File: src/rtl/imem_boot_loader.sv
// rtl/imem_boot_loader.sv - packs a byte-stream program image into imem words and releases cpu_rst when loaded
// Define IMEM_LOADER_CHECKSUM_EN to require a trailing XOR checksum byte after the payload.
module imem_boot_loader #(
  parameter int          IMEM_DEPTH = 256,
  parameter logic [31:0] BASE_ADDR  = 32'h0000_0000
) (
  input  logic        clk,
  input  logic        rst,
  input  logic [7:0]  rx_data,
  input  logic        rx_valid,
  output logic        rx_ready,
  output logic        imem_we,
  output logic [31:0] imem_addr,
  output logic [31:0] imem_wdata,
  output logic        cpu_rst,
  output logic        load_done,
  output logic        load_err,
  output logic [15:0] words_loaded
);

`ifdef IMEM_LOADER_CHECKSUM_EN
  typedef enum logic [2:0] {HDR0, HDR1, LOAD, WRITE, CHK, DONE, ERR} state_t;
  localparam state_t FINISH = CHK;
`else
  typedef enum logic [2:0] {HDR0, HDR1, LOAD, WRITE, DONE, ERR} state_t;
  localparam state_t FINISH = DONE;
`endif

  localparam logic [16:0] DEPTH_LIMIT = 17'(IMEM_DEPTH);

  state_t      state;
  state_t      state_next;
  logic        accept;
  logic        ready_next;
  logic [15:0] n_full;
  logic [15:0] n_words;
  logic [23:0] word_buf;
  logic [1:0]  byte_cnt;
`ifdef IMEM_LOADER_CHECKSUM_EN
  logic [7:0]  csum;
`endif

  always_comb begin
    state_next = state;
    accept     = rx_valid && rx_ready;
    n_full     = {n_words[15:8], rx_data};
    case (state)
      HDR0: if (accept) state_next = HDR1;
      HDR1: begin
        if (accept) begin
          if (n_full == 16'd0)
            state_next = FINISH;
          else if ({1'b0, n_full} > DEPTH_LIMIT)
            state_next = ERR;
          else
            state_next = LOAD;
        end
      end
      LOAD: if (accept && byte_cnt == 2'd3) state_next = WRITE;
      // words_loaded still holds the pre-increment count during WRITE
      WRITE: state_next = (words_loaded + 16'd1 == n_words) ? FINISH : LOAD;
`ifdef IMEM_LOADER_CHECKSUM_EN
      CHK: if (accept) state_next = (rx_data == csum) ? DONE : ERR;
`endif
      DONE: state_next = DONE;
      ERR:  state_next = ERR;
      default: state_next = ERR;
    endcase
`ifdef IMEM_LOADER_CHECKSUM_EN
    ready_next = state_next inside {HDR0, HDR1, LOAD, CHK};
`else
    ready_next = state_next inside {HDR0, HDR1, LOAD};
`endif
  end

  always_ff @(posedge clk) begin
    if (rst) begin
      state        <= HDR0;
      rx_ready     <= 1'b0;
      imem_we      <= 1'b0;
      imem_addr    <= BASE_ADDR;
      imem_wdata   <= 32'd0;
      cpu_rst      <= 1'b1;
      load_done    <= 1'b0;
      load_err     <= 1'b0;
      words_loaded <= 16'd0;
      n_words      <= 16'd0;
      word_buf     <= 24'd0;
      byte_cnt     <= 2'd0;
`ifdef IMEM_LOADER_CHECKSUM_EN
      csum         <= 8'd0;
`endif
    end else begin
      state     <= state_next;
      rx_ready  <= ready_next;
      imem_we   <= (state_next == WRITE);
      cpu_rst   <= (state_next != DONE);
      load_done <= (state_next == DONE);
      load_err  <= (state_next == ERR);

      if (accept) begin
        case (state)
          HDR0: n_words[15:8] <= rx_data;
          HDR1: n_words[7:0]  <= rx_data;
          LOAD: begin
            word_buf <= {word_buf[15:0], rx_data};
            byte_cnt <= byte_cnt + 2'd1;
`ifdef IMEM_LOADER_CHECKSUM_EN
            csum     <= csum ^ rx_data;
`endif
          end
          default: ;
        endcase
      end

      // WRITE is only ever entered from LOAD on the fourth byte of a word
      if (state_next == WRITE) begin
        imem_addr  <= BASE_ADDR + {14'd0, words_loaded, 2'b00};
        imem_wdata <= {word_buf, rx_data};
      end

      if (state == WRITE)
        words_loaded <= words_loaded + 16'd1;
    end
  end

endmodule
File: config.mk
export PLATFORM = sky130hd
export DESIGN_NAME = imem_boot_loader
export DESIGN_NICKNAME = d
export VERILOG_FILES = /design/src/rtl/imem_boot_loader.sv
export SDC_FILE = /design/constraint.sdc
export NUM_CORES = 1
export LEC_CHECK = 0
export BUFFER_PORTS_ARGS = -buffer_cell sky130_fd_sc_hd__buf_2
export CORE_MARGIN = 5
export CORE_UTILIZATION = 45
export DETAILED_ROUTE_END_ITERATION = 10
export GPL_ROUTABILITY_DRIVEN = 0
export PLACE_DENSITY = 0.73
export SYNTH_ARGS = -nofsm -noshare
export SYNTH_HDL_FRONTEND = slang
export SYNTH_SLANG_ARGS = --single-unit
File: constraint.sdc
create_clock -name clk -period 4.6 [get_ports clk]
set_clock_uncertainty 0.2 [all_clocks]
set_input_delay 0.46 -clock clk [delete_from_list [all_inputs] [get_ports clk]]
set_output_delay 0.46 -clock clk [all_outputs]
set_load 0.01 [all_outputs]
==> impl_metrics.ini, run 1 <==
[run_status]
outcome = finished, final reports clean

[clock_network]
clk_path_buf_depth = 2
htree_levels = 4
clock_sinks = 114
cts_tree = done
cts_buffers = 17
clk_latency_ns = 0.52
clockRootBuffer = clkbuf_8
ctsResizeCount = 0
path_clk_slew_ns = 0.06
post-cts-setup-buffers = 0
hold_buffers = 0

[final_layout]
antenna_cells = 0
nets = 674
synthToLayoutAreaGrowth_pct = 18.2
final_cell_area_mm2 = 0.00579
fillCellCount = 1022
layout-drive-gt1-share_pct = 18.8

[critical_path]
r2r-start = words_loaded[0]
critPathMaxFanout = 9
cp_num_buf_inv = 0
cp.required_ns = 4.81
arrival_ns = 3.10
max_stage_delay_ns = 0.59
cp-start-kind = flop
path_class = reg2reg
crit_chain = ha_1 > nand4_4 > or3_1 > a32oi_1 > nand4_1 > or4_4 > a21bo_1
crit_slowest_cell = or4_4
cp-startpoint = words_loaded[0]
worstSetupEndpointType = flop
crit_family = simple AND/OR/NAND/NOR gates

[power_and_ir_drop]
peakVddDrop_v = 0.000195
power.share.switching_pct = 24.2
netSwitchingPower_w = 0.000565
share_comb_of_total_power_pct = 3.6
p_clk_share_pct = 53.2
power.share.sequential_pct = 43.1
power.internal_w = 0.00177
p_leak_nw = 2.24
powerDensity_mw_per_mm2 = 404
fin_total_pwr_w = 0.00234

[sta]
finalSetupViolations = 0
tns_ns = 0
rsz0062_at_grt = no
maxSlewHeadroom_pct = 22.9
final_hold_viol_count = 0
max_slew.worst_pin.slew_ns = 1.15
min_period_ns = 2.90
drv_slew = 0
fmax_mhz = 345
post-route-period-util_pct = 62.9

[place]
io_buffers = 79
hpwl_mm = 7.61
placed_area_mm2 = 0.00522

[floorplan]
die-height_um = 114
ios = 96
rows = 38
dieArea_mm2 = 0.0131
core_area_mm2 = 0.0107
start_util_pct = 45.6
chipWidth_um = 114

[worst_hold_path]
hold_class = in2reg
hold_start = rx_data[1]

[routing]
route.top_layer_used = met4
drt-pass1-iter-count = 5
drt-initial-drc-count = 227
wl_met3_um = 669
drt_wl_total_mm = 11.4
met1Wirelength_mm = 5.08
wl_met2_mm = 5.46
wl_per_cell_um = 13.9
ant_nets = 0
num_vias = 4231
drcViolationCount = 0
routed_via_density = 5.20

[synthesis]
synth_edf_count = 0
synth_seq_area_share_pct = 46.6
synthTopCellsByArea = dfxtp_1 47%, nand2_1 13%, a21oi_1 8.7%, xnor2_1 3.4%, nor2_1 2.9%
yosysUniqueCellTypes = 56
ys_ff_latch = 114
syn-cell-area_mm2 = 0.00489
synth_flop_cell = dfxtp_1
synth_area_per_cell_um2 = 8.08
yosysTopAreaCell = dfxtp_1
ys_warn_count = 0
synth-async-reset-ratio_pct = 0
syn_inst = 606
synth_commonest_cells = 172 x nand2_1, 114 x dfxtp_1, 85 x a21oi_1
synth_most_common_cell = nand2_1
synth_top_area_share_pct = 46.6

[grt]
grt_pass1_wl_mm = 18.8
gr-usage-all-layers_pct = 17.8
gr-total-overflow = 0
grt_antenna_before_repair = 0
grt_max_degree = 113
grt_pass1_vias = 3944

[flow_run]
maxCapViolations = 0
final timing paths:
kind                                 endpoint  slack, ns  cells after the start
worst min-delay path            imem_wdata[1]       0.04                      3
worst max register to register        cpu_rst       1.70                      7
worst max-delay path                  cpu_rst       1.70                      7
worst min register to register  imem_wdata[1]       0.25                      2
logic make-up (layout without fill, tap and decap cells):
group           after synthesis  count (layout)  share of synthesized area, %
xor+xnor                     33              33                          5.90
flops                       114             114                          46.6
other cells                   1              16                        0.0766
simple gates                273             273                          25.0
compound gates              114             114                          13.4
fa+ha+maj                     2               2                         0.511
mux                           9               9                          1.84
buf+inv                      60             113                          6.62
worst min-delay path, cell delays in order:
cell and delay [ns]:
buf_2 0.14, nand2_1 0.06, a21oi_1 0.05
final cells by class:
class / instances / area (um^2) / area share, %
Timing Repair Buffer: 80 / 405 / 7.01
Sequential cell: 114 / 2280 / 39.4
Clock buffer: 18 / 428 / 7.39
Multi-Input combinational cell: 447 / 2350 / 40.6
Inverter: 1 / 3.75 / 0.0649
Clock inverter: 14 / 144 / 2.49
Tap cell: 140 / 175 / 3.03
flip-flops by register name (all words and copies together) (netlist names), 2 cells and up:
signal	cells
imem_wdata	32
n_words	16
words_loaded	16
imem_addr	16
word_buf	24
byte_cnt	2
state	3
stage by stage:
step	hold slack, ns	worst slack, ns	std cells	utilization [%]
final	0.0393	1.70	814	53.9
after global routing	0.0303	1.57	814	53.9
after CTS	0.0176	1.72	814	53.9
after detailed placement	0.245	1.73	782	48.5
after global placement	0.238	1.83	782	48.5
after floorplan	0.232	1.97	621	-
layer usage:
metal,GRT usage (%),vias to the layer above
met5,0,-
met4,7.13,0
met3,5.44,16
met2,28.9,125
met1,22.0,1984
li1,-,2106
cell usage in the layout (no fill, tap or decap), types with 2 or more instances in the layout:
cell,n
nor3_1,6
nand3b_1,3
o211a_1,2
o211ai_1,3
a31oi_1,2
ha_1,2
buf_2,78
nand4_1,6
nor2b_1,2
nand2_1,171
nor3_2,2
clkinvlp_4,2
or3_1,5
and3b_1,2
clkbuf_8,2
clkinv_4,3
a21oi_1,85
o31ai_1,2
o21ai_0,6
dfxtp_1,114
xor2_1,14
nor2_1,38
nor4_1,2
inv_6,7
mux2i_1,9
or4_1,4
and2_1,2
buf_4,2
nand3_1,14
and3_1,2
clkbuf_16,16
conb_1,16
xnor2_1,19
nand3_2,2
power groups by stage:
| stage | Clock (W) | Combinational, W | Sequential (W) |
|---|---|---|---|
| after floorplan | 0 | 0.0000755 | 0.00102 |
| after global placement | 0 | 0.0000816 | 0.00103 |
| after detailed placement | 0 | 0.0000833 | 0.00103 |
| after CTS | 0.00127 | 0.0000839 | 0.00101 |
| after global routing | 0.00132 | 0.0000934 | 0.00101 |
| final | 0.00124 | 0.0000848 | 0.00101 |
Power figures use the tool's default switching activity.
==> run 2, diff against run 1 <==
--- a/config.mk
+++ b/config.mk
@@ -10,7 +10,7 @@
 export CORE_UTILIZATION = 45
 export DETAILED_ROUTE_END_ITERATION = 10
 export GPL_ROUTABILITY_DRIVEN = 0
-export PLACE_DENSITY = 0.73
+export PLACE_DENSITY = 0.76
 export SYNTH_ARGS = -nofsm -noshare
 export SYNTH_HDL_FRONTEND = slang
 export SYNTH_SLANG_ARGS = --single-unit
==> constraint.sdc (replaced) <==
create_clock -name clk -period 2.43 [get_ports clk]
set_clock_uncertainty 0.2 [all_clocks]
set_input_delay 0.243 -clock clk [delete_from_list [all_inputs] [get_ports clk]]
set_output_delay 0.243 -clock clk [all_outputs]
set_load 0.01 [all_outputs]
==> impl_metrics.ini, run 2 (synthesis results as in run 1) <==
[final_layout]
top_regs = imem_wdata (32), word_buf (24)
largest_register_ff_count = 32
synthToLayoutAreaGrowth_pct = 27.3
layout_common_cells = 171 x nand2_1, 106 x dfxtp_1, 85 x a21oi_1, 78 x buf_2, 38 x nor2_1
antenna_cells = 0
regMostFlops = imem_wdata
nets = 721
layout-drive-gt1-share_pct = 24.1
mostFrequentLayoutCell = nand2_1

[grt]
grt_antenna_before_repair = 0
use_met1_pct = 24.2
grt_pass1_vias = 4119
grt_max_degree = 45
grt_pass1_wl_mm = 19.9
gr-usage-all-layers_pct = 18.8
gr-total-overflow = 0
grt_use_met3_pct = 5.23
busiest_layer = met2
gr-usage-met2_pct = 30.5

[clock_network]
clock_sinks = 114
clockRootBuffer = clkbuf_8
clk_path_buf_depth = 2
cts_buffers = 17
path_clk_slew_ns = 0.06
clk_latency_ns = 0.52
htree_levels = 4
cts_tree = done

[floorplan]
ios = 96
core_area_mm2 = 0.0107
dieArea_mm2 = 0.0131
start_util_pct = 45.6
die-height_um = 114
chipWidth_um = 114
rows = 38

[routing]
drt-pass1-iter-count = 5
drt_wl_total_mm = 12.4
routed_via_density = 5.17
wl_per_cell_um = 14.4
drcViolationCount = 0
drt-initial-drc-count = 332
num_vias = 4455
ant_nets = 0

[sta]
rsz0062_at_grt = yes
post-route-period-util_pct = 101
fmax_mhz = 406
hold_slack_ns = 0.249
drv_slew = 0
tns_ns = -0.0317
final_hold_viol_count = 0
min_period_ns = 2.46
setup_ws_ns = -0.0317
finalSetupViolations = 1

[critical_path]
path_class = reg2reg
crit_slowest_cell = or4_4
worstSetupEndpointType = flop
critPathMaxFanout = 5
crit_chain = ha_4 > nand4_4 > or3_1 > a32oi_1 > nand4_1 > or4_4 > a21bo_1
max_stage_delay_ns = 0.59
cp.required_ns = 2.64
cp-start-kind = flop
arrival_ns = 2.68

[power_and_ir_drop]
netSwitchingPower_w = 0.00104
share_comb_of_total_power_pct = 4.5
power.share.sequential_pct = 43.2
power.share.switching_pct = 23.7
powerDensity_mw_per_mm2 = 705
p_clk_share_pct = 52.3
peakVddDrop_v = 0.000557
p_leak_nw = 2.50
power.internal_w = 0.00335
fin_total_pwr_w = 0.00439

[flow_run]
maxCapViolations = 0

[place]
hpwl_mm = 8.50
io_buffers = 79

[worst_hold_path]
hold_class = reg2reg

[run_status]
violations = negative setup slack
outcome = finished with violations
run 2: path summary, 6_finish.rpt:
check	from	to	slack, ns	cells past startpoint
max	words_loaded[1]	cpu_rst	-0.03	7
min	imem_wdata[25]	imem_wdata[25]	0.25	2
max reg2reg	words_loaded[1]	cpu_rst	-0.03	7
min reg2reg	imem_wdata[25]	imem_wdata[25]	0.25	2
run 2: power groups by stage:
| stage | registers (W) | clock network [W] | logic [W] |
|---|---|---|---|
| global placement | 0.00194 | 0 | 0.000176 |
| global route | 0.00190 | 0.00243 | 0.000213 |
| floorplan | 0.00194 | 0 | 0.000143 |
| detailed placement | 0.00194 | 0 | 0.000179 |
| finish | 0.00190 | 0.00230 | 0.000196 |
| CTS | 0.00190 | 0.00234 | 0.000191 |
run 2: final cells by class:
class	instances	area, um^2
Fill cell	975	4510
Clock buffer	19	432
Inverter	1	3.75
Sequential cell	114	2300
Clock inverter	13	123
Multi-Input combinational cell	447	2400
Timing Repair Buffer	127	806
Tap cell	140	175
run 2: stage by stage:
| step | instance area [um^2] | worst slack [ns] | std cells | utilization, % |
|---|---|---|---|---|
| after floorplan | 4960 | 0.0159 | 621 | - |
| after global placement | 5490 | 0.0494 | 816 | 51.1 |
| after detailed placement | 5490 | -0.0265 | 816 | 51.1 |
| after CTS | 6170 | 0.0236 | 859 | 57.4 |
| after global routing | 6230 | -0.0800 | 861 | 58.0 |
| final | 6230 | -0.0317 | 861 | 58.0 |
run 2: layer usage:
metal	wire length [um]	vias up
met5	0	-
met4	161	0
met3	807	16
met2	5950	155
met1	5430	2091
li1	-	2193
run 2: timing repair:
item                                    4_1_cts  5_1_grt
resized for setup                             3       13
endpoints found under the setup margin        1        4
pin swaps                                     0        6
endpoints found under the hold margin        36        0
buffers inserted                              0        2
hold buffers                                 11        0
run 2: worst max-delay path, delay by kind of cell, from the launching register on:
| kind | cells | cell delay, ns |
|---|---|---|
| AND/OR/NAND/NOR | 4 | 1.24 |
| adder cells (fa/ha/maj) | 1 | 0.15 |
| AO/OA/AOI/OAI | 2 | 0.39 |
| flip-flops | 1 | 0.37 |
